[src/rtl/pc_seq_pkg.sv]
// Shared state encoding and default sizing for the fetch PC sequencer.
// PC_SEQ_SINGLE_STEP_EN adds the STEP state and widens the state register to 3 bits.
package pc_seq_pkg;

   localparam int PC_W_DEF     = 8;
   localparam int PROG_LEN_DEF = 13;
   localparam int RESET_PC_DEF = 0;
   localparam int CNT_W_DEF    = 16;

`ifdef PC_SEQ_SINGLE_STEP_EN
   typedef enum logic [2:0] {
      S_IDLE = 3'd0,
      S_RUN  = 3'd1,
      S_HALT = 3'd2,
      S_DONE = 3'd3,
      S_STEP = 3'd4
   } state_t;
`else
   typedef enum logic [1:0] {
      S_IDLE = 2'd0,
      S_RUN  = 2'd1,
      S_HALT = 2'd2,
      S_DONE = 2'd3
   } state_t;
`endif

endpackage

[src/rtl/pc_sequencer_next_calc.sv]
// Combinational next-PC, retire and termination decode (zero latency).
// Stall suppresses retire, branch and end detection; PC never exceeds PROG_LEN-1.
module pc_next_calc
   import pc_seq_pkg::*;
#(
   parameter int PC_W     = PC_W_DEF,
   parameter int PROG_LEN = PROG_LEN_DEF
) (
   input  state_t          i_state,
   input  logic            i_stall,
   input  logic            i_branch_taken,
   input  logic [PC_W-1:0] i_branch_target,
   input  logic [PC_W-1:0] i_pc,
   output logic [PC_W-1:0] o_pc_next,
   output logic            o_retire,
   output logic            o_bad_target,
   output logic            o_last
);

   localparam logic [PC_W:0]   LP_LEN  = (PC_W+1)'(PROG_LEN);
   localparam logic [PC_W-1:0] LP_LAST = PC_W'(PROG_LEN - 1);

   logic w_active;
   logic w_exec;
   logic w_tgt_ok;
   logic w_at_last;

`ifdef PC_SEQ_SINGLE_STEP_EN
   assign w_active = (i_state == S_RUN) || (i_state == S_STEP);
`else
   assign w_active = (i_state == S_RUN);
`endif

   assign w_exec    = w_active && !i_stall;
   assign w_tgt_ok  = {1'b0, i_branch_target} < LP_LEN;
   assign w_at_last = (i_pc == LP_LAST);
   assign o_retire  = w_exec;

   // An illegal target or a fall-through off the last word both hold the PC.
   always_comb begin
      o_pc_next    = i_pc;
      o_bad_target = 1'b0;
      o_last       = 1'b0;
      if (w_exec) begin
         if (i_branch_taken) begin
            if (w_tgt_ok) begin
               o_pc_next = i_branch_target;
            end else begin
               o_bad_target = 1'b1;
            end
         end else if (w_at_last) begin
            o_last = 1'b1;
         end else begin
            o_pc_next = i_pc + PC_W'(1);
         end
      end
   end

endmodule

[src/rtl/pc_sequencer.sv]
// Fetch controller owning the ROM PC: 1-cycle start latency, stall holds PC without retiring.
// PC_SEQ_SINGLE_STEP_EN adds an i_step input that retires one instruction from HALT.
module pc_sequencer
   import pc_seq_pkg::*;
#(
   parameter int PC_W     = PC_W_DEF,
   parameter int PROG_LEN = PROG_LEN_DEF,
   parameter int RESET_PC = RESET_PC_DEF,
   parameter int CNT_W    = CNT_W_DEF
) (
   input  logic             i_clk,
   input  logic             i_rst,
   input  logic             i_start,
   input  logic             i_halt_req,
   input  logic             i_stall,
   input  logic             i_branch_taken,
   input  logic [PC_W-1:0]  i_branch_target,
`ifdef PC_SEQ_SINGLE_STEP_EN
   input  logic             i_step,
`endif
   output logic [PC_W-1:0]  o_pc,
   output logic             o_instr_valid,
   output logic             o_running,
   output logic             o_done,
   output logic             o_fault,
   output logic [CNT_W-1:0] o_retired_cnt
);

   localparam logic [PC_W-1:0] LP_RESET_PC = PC_W'(RESET_PC);

   state_t            r_state;
   state_t            w_state_next;
   logic [PC_W-1:0]   r_pc;
   logic              r_done;
   logic              r_fault;
   logic [CNT_W-1:0]  r_cnt;

   logic [PC_W-1:0]   w_pc_next;
   logic              w_retire;
   logic              w_bad;
   logic              w_last;
   logic              w_restart;
   logic              w_halting;

   pc_next_calc #(
      .PC_W     (PC_W),
      .PROG_LEN (PROG_LEN)
   ) u_next_calc (
      .i_state         (r_state),
      .i_stall         (i_stall),
      .i_branch_taken  (i_branch_taken),
      .i_branch_target (i_branch_target),
      .i_pc            (r_pc),
      .o_pc_next       (w_pc_next),
      .o_retire        (w_retire),
      .o_bad_target    (w_bad),
      .o_last          (w_last)
   );

   assign w_restart = i_start && ((r_state == S_IDLE) || (r_state == S_DONE));
   // A halt request outranks termination: the PC is held and the block parks in HALT.
   assign w_halting = (r_state == S_RUN) && i_halt_req;

   always_comb begin
      w_state_next = r_state;
      case (r_state)
         S_IDLE: if (i_start) w_state_next = S_RUN;
         S_RUN: begin
            if (i_halt_req)            w_state_next = S_HALT;
            else if (w_bad || w_last)  w_state_next = S_DONE;
         end
         S_HALT: begin
            if (i_start)               w_state_next = S_RUN;
`ifdef PC_SEQ_SINGLE_STEP_EN
            else if (i_step)           w_state_next = S_STEP;
`endif
         end
         S_DONE: if (i_start) w_state_next = S_RUN;
`ifdef PC_SEQ_SINGLE_STEP_EN
         S_STEP: begin
            if (w_bad || w_last)       w_state_next = S_DONE;
            else if (w_retire)         w_state_next = S_HALT;
         end
`endif
         default: w_state_next = S_IDLE;
      endcase
   end

   always_ff @(posedge i_clk) begin
      if (!i_rst) begin
         r_state <= S_IDLE;
         r_pc    <= LP_RESET_PC;
         r_done  <= 1'b0;
         r_fault <= 1'b0;
         r_cnt   <= '0;
      end else begin
         r_state <= w_state_next;
         if (w_restart) begin
            r_pc    <= LP_RESET_PC;
            r_done  <= 1'b0;
            r_fault <= 1'b0;
            r_cnt   <= '0;
         end else begin
            r_pc <= w_pc_next;
            if (w_retire && (r_cnt != {CNT_W{1'b1}})) begin
               r_cnt <= r_cnt + CNT_W'(1);
            end
            if (w_last && !w_halting) r_done  <= 1'b1;
            if (w_bad && !w_halting)  r_fault <= 1'b1;
         end
      end
   end

   assign o_pc          = r_pc;
   assign o_instr_valid = w_retire;
   assign o_running     = (r_state == S_RUN);
   assign o_done        = r_done;
   assign o_fault       = r_fault;
   assign o_retired_cnt = r_cnt;

endmodule
[config.mk]
export PLATFORM = sky130hd
export DESIGN_NAME = pc_sequencer
export DESIGN_NICKNAME = d
export VERILOG_FILES = /design/src/rtl/pc_seq_pkg.sv /design/src/rtl/pc_sequencer_next_calc.sv /design/src/rtl/pc_sequencer.sv
export SDC_FILE = /design/constraint.sdc
export NUM_CORES = 1
export LEC_CHECK = 0
export CORE_UTILIZATION = 40
export DETAILED_ROUTE_END_ITERATION = 6
export DONT_BUFFER_PORTS = 1
export MAX_ROUTING_LAYER = met4
export PLACE_DENSITY = 0.57
export SYNTH_ARGS = -nofsm -noshare
export SYNTH_HDL_FRONTEND = slang
export SYNTH_SLANG_ARGS = --single-unit
export TNS_END_PERCENT = 5
[constraint.sdc]
create_clock -name i_clk -period 2.9 [get_ports i_clk]
set_input_delay 0.29 -clock i_clk [delete_from_list [all_inputs] [get_ports i_clk]]
set_output_delay 0.29 -clock i_clk [all_outputs]
set_load 0.005 [all_outputs]
Word level (Yosys, flattened, before mapping) --
Index checks and enable logic that the tools add are counted.
Storage, ports and cells: input port bits 14, output and inout bits 28, bits in registers 28, word-level logic and storage cells 46
Cells by class: add/sub/neg operators 2, bitwise operators 1, reduce and logical (&&, ||, !) cells 15, muxes and demuxes 13, equality and inequality tests 9, $lt $le $gt $ge 1
Operators by type and width (count):
- $mux W8 | 3
- $add A16 B1 Y16 const B | 1
- $ne A16 B16 Y1 const B | 1
- $add A8 B1 Y8 const B | 1
- $eq A8 B4 Y1 const B | 1
- $lt A8 B4 Y1 const B | 1
- $logic_and A1 B1 Y1 | 6
- $mux W1 | 6
- $mux W2 | 3
- $eq A2 B2 Y1 const B | 2
- $ne A2 B1 Y1 const B | 2
- $pmux W2 S2 | 1
- $ne A3 B3 Y1 const B | 1
- $reduce_and A3 Y1 | 1
- $reduce_or A3 Y1 | 1
- $eq A2 B1 Y1 const B | 1
- $logic_not A1 Y1 | 2
- $logic_not A2 Y1 | 1
- $logic_or A1 B1 Y1 | 2
- $ne A2 B2 Y1 const B | 1
- $reduce_and A2 Y1 | 1
- $reduce_or A2 Y1 | 1
- $not A1 Y1 | 1

Logic depth before layout (Yosys ltp) --
word-level depth 8, mapped depth 9, gate-level depth less buffers 7

By module --
Synthesis repeated with hierarchy kept, for this count alone.
Second synthesis, totals: cells, all modules 194, area total of the unflattened synthesis 1604.0 um^2
By module, submodules not included:
- pc_sequencer | area an instance 1196.1 um^2, instances 1, cells an instance 131, sequential area each 560.5 um^2
- pc_next_calc | area an instance 407.9 um^2, instances 1, cells an instance 63, sequential area each 0.0 um^2

Worst setup path before layout --
Ideal clock, no wire load.
path kind register to register, from register r_state[0], to register r_cnt[13], in the netlist o_retired_cnt[13], data required time 2772 ps, cell stages (with the launch flop) 8, slack 1148 ps, library setup time 128 ps, data arrival time 1625 ps, period minus slack after synthesis 1752 ps, buffers on the path 1, cell sequence dfxtp_1 -> ha_1 -> nand2b_1 -> clkbuf_8 -> nor4_1 -> o211ai_1 -> xor2_1 -> nor2_1
Between the ends: elaborated cells on any way between the ends 8, those cells by class eq/ne: 2; reduce/logical: 6
RTL lines:
- from (decl) | line pc_sequencer.sv:31 | state_t r_state;
- from (signal assigned) | line pc_sequencer.sv:97 | r_state <= w_state_next;
- $eq A2 B1 Y1
- named net o_running | line pc_sequencer.sv:23 | output logic o_running,
- $logic_and A1 B1 Y1 | line pc_sequencer_next_calc.sv:34 | assign w_exec = w_active && !i_stall;
- $logic_and A1 B1 Y1 | line pc_sequencer.sv:105 | if (w_retire && (r_cnt != {CNT_W{1'b1}})) begin
- to (signal assigned) | line pc_sequencer.sv:106 | r_cnt <= r_cnt + CNT_W'(1);
- to (decl) | line pc_sequencer.sv:36 | logic [CNT_W-1:0] r_cnt;
The timed path passes the listed nets, and every way through them passes these cells. A chain may end at the register's enable or synchronous reset.

Final worst setup path --
from register r_pc[1], in the netlist o_pc[1], to register r_state[1]
Between the ends: cells in the longest elaborated chain, start to end 7
RTL lines:
- from (decl) | line pc_sequencer.sv:33 | logic [PC_W-1:0] r_pc;
- from (signal assigned) | line pc_sequencer.sv:104 | r_pc <= w_pc_next;
- $eq A8 B4 Y1 | line pc_sequencer_next_calc.sv:36 | assign w_at_last = (i_pc == LP_LAST);
- $mux W1 | line pc_sequencer_next_calc.sv:51 | end else if (w_at_last) begin
- $mux W1 | line pc_sequencer_next_calc.sv:45 | if (i_branch_taken) begin
- $mux W1 | line pc_sequencer_next_calc.sv:44 | if (w_exec) begin
- $logic_or A1 B1 Y1 | line pc_sequencer.sv:70 | else if (w_bad || w_last) w_state_next = S_DONE;
- $ne A3 B3 Y1 (no line)
- $reduce_and A2 Y1 (no line)
No other way between the ends.

==> reports/results.ini <==
[sta]
rsz0062_at_grt = no
tightest_slew_ps = 829
finClkSkew_ps = 2.12
fin_crit_sh_pct = 74.1
setup_viol = 0
timing.slew.headroom_pct = 44.6
fmax_mhz = 466
fin_tns_setup_ps = 0
hold_viol = 0
finalMaxSlewViolations = 0
period_needed_ps = 2150

[cts]
ctsResizeCount = 0
clock-sinks = 28
postCtsHoldBufs = 0
postCtsSetupRepairBufs = 0
htreeDepth = 1
cts_tree = done
cts_buffers = 3
cts_root_buf = clkbuf_8
cts_buffer_depth = 2
clk_pin_slew_ps = 90
clk_latency_ps = 270

[power_and_ir_drop]
pwr_density_cell_nw_per_um2 = 421
p_leak_nw = 0.571
ir_drop_mv = 0.222

[floorplanning]
rows = 22
io_pins = 42
start_util_pct = 42.8
dieArea_sq_um = 4290
die_h_um = 65.5
die_x_um = 65.5
core_area_sq_um = 3770

[setup_path]
r2r_cells = 7
critPathArrivalTime_ps = 2320
crit_end = r_state[1]
reg2reg_to = r_state[1]
critPathMaxFanout = 5
cp_data_required_time_ps = 3070
regToRegSetupSlack_ps = 750
r2r_start = o_pc[1]
critical_path.startpoint_type = register
crit_type = register to register
crit_path_start = o_pc[1]
endpoint_kind = register

[route]
antenna_left = 0
wl_um = 3660
drtPass1Iterations = 4
routed_via_density = 6.04
wl_per_cell_um = 16.1
drt_iter0_markers = 74
vias = 1371
post-route-drc-count = 0

[synth]
yosysWarnings = 0
synthesis.nets = 202
ys_seq_elements = 28
yosys-top-cells-area = dfxtp_1 (35%), nor2_1 (5.4%), xnor2_1 (4.3%)
synth-seq-area-share_pct = 34.8
syn_inst = 183
yosysUniqueCellTypes = 45
synth_area_sq_um = 1610
synth_edf_count = 0
synth_ff_type = dfxtp_1
synth_top_area_share_pct = 34.8
avgSynthCellArea_sq_um = 8.81
synth_area_leader_cell = dfxtp_1
synthArstFlopShare_pct = 0

[placed_design]
post_dp_cell_area_sq_um = 1630
place_congestion = 0.762
hpwl_um = 2740
portBuffers = 0

[finish]
layout.nets = 200
finalInstanceArea_sq_um = 1670
n_antenna_cell = 0
drive_gt1_share_pct = 12.8
regArea_sq_um = 561
multi_input_area_sq_um = 967
fillers = 373
syn_to_final_growth_pct = 3.57

[global_routing]
grt_max_degree = 23
grt_pass1_wl_um = 6420
grt_usage_pct = 20.1
grt_antenna_before_repair = 0
grt_pass1_vias = 1366
overflow = 0

[outcome]
status = completed

[job]
max-cap-violations = 0

[min_path]
hp-class = primary input to register

==> cells in the final DEF, fill, tap and decap left out, drive strengths merged, types with 2 or more instances in the layout <==
master / Yosys / layout
nand2: 12 / 12
a211oi: 8 / 8
nor4b: 3 / 3
a31oi: 4 / 4
o31ai: 5 / 5
o21ai: 3 / 3
o211ai: 5 / 5
nand4: 5 / 5
xnor2: 8 / 8
xor2: 3 / 3
nand3: 8 / 8
and2: 2 / 2
nor3: 3 / 3
ha: 5 / 5
a21oi: 11 / 11
a31o: 2 / 2
o211a: 2 / 2
dfxtp: 28 / 28
nor3b: 2 / 2
o221a: 3 / 3
clkbuf: 6 / 3
and3: 2 / 2
nor4: 5 / 5
nor2: 23 / 23
inv: 11 / 11
a41oi: 2 / 2
==> state kept, by name, summed over array words and instances (netlist names) <==
name and cells:
r_state 2, o_done 1, o_fault 1, o_retired_cnt 16
o_pc 8
==> cell type report <==
type / instances / share of cell area (%)
multi-input combinational: 137 / 57.9
clock buffer: 3 / 2.47
tap: 48 / 3.60
inverter: 11 / 2.47
sequential: 28 / 33.6
==> worst min path at each step <==
stage | end | cells past startpoint | startpoint | slack [ps]
5_1_grt | r_state[0] | 1 | i_rst | 130
3_3_place_gp | r_state[0] | 1 | i_rst | 430
2_1_floorplan | r_state[0] | 1 | i_rst | 420
6_report | r_state[0] | 1 | i_rst | 150
3_5_place_dp | r_state[0] | 1 | i_rst | 440
4_1_cts | r_state[0] | 1 | i_rst | 140
==> synth_stat cells, types with 4 or more instances <==
library cell	count
nand4_1	5
nand2_1	12
inv_1	11
nor2_1	23
o211ai_2	4
dfxtp_1	28
ha_1	5
nor4_1	5
a21oi_1	11
clkbuf_1	5
a211oi_1	7
nand3_1	7
xnor2_1	8
o31ai_2	4
a31oi_1	4
==> through the flow <==
step                power, mW  setup slack [ps]  std cells  hold WS [ps]  util [%]
floorplan               0.488              1150        183           423         -
global placement        0.494               943        224           428      43.2
detailed placement      0.501               770        224           440      43.2
CTS                     0.712               744        227           138      44.3
global route            0.739               539        227           128      44.3
finish                  0.703               752        227           147      44.3
==> cell families after synthesis <==
logic type	synth area share, %
simple gates	24.5
compound gates	24.9
flops	34.8
buf+inv	5.28
xor+xnor	5.97
fa+ha+maj	3.88
mux	0.698
==> power by group <==
part	internal, mW	switching, mW	total [mW]	leakage, nW
combinational	0.0291	0.0588	0.0878	0.324
sequential	0.393	0.0102	0.403	0.226
clock	0.0933	0.119	0.212	0.0216
==> per-layer routing <==
| layer | part of all wire, % | vias up | track usage (%) |
|---|---|---|---|
| met3 | 6.5 | 2 | 5.21 |
| li1 | - | 676 | - |
| met2 | 46 | 32 | 31.3 |
| met5 | 0 | - | - |
| met1 | 47 | 661 | 25.6 |
| met4 | 0.57 | 0 | 5.71 |
==> worst max-delay path, cell delays in order (launching register included) <==
cell     delay (ps)
dfxtp_1         380
inv_1           110
ha_1            130
nor4b_1         370
nand4_1         290
a41oi_1         420
a21oi_1         120
a31o_2          220
Note: power is estimated with default switching activity, not from simulation.
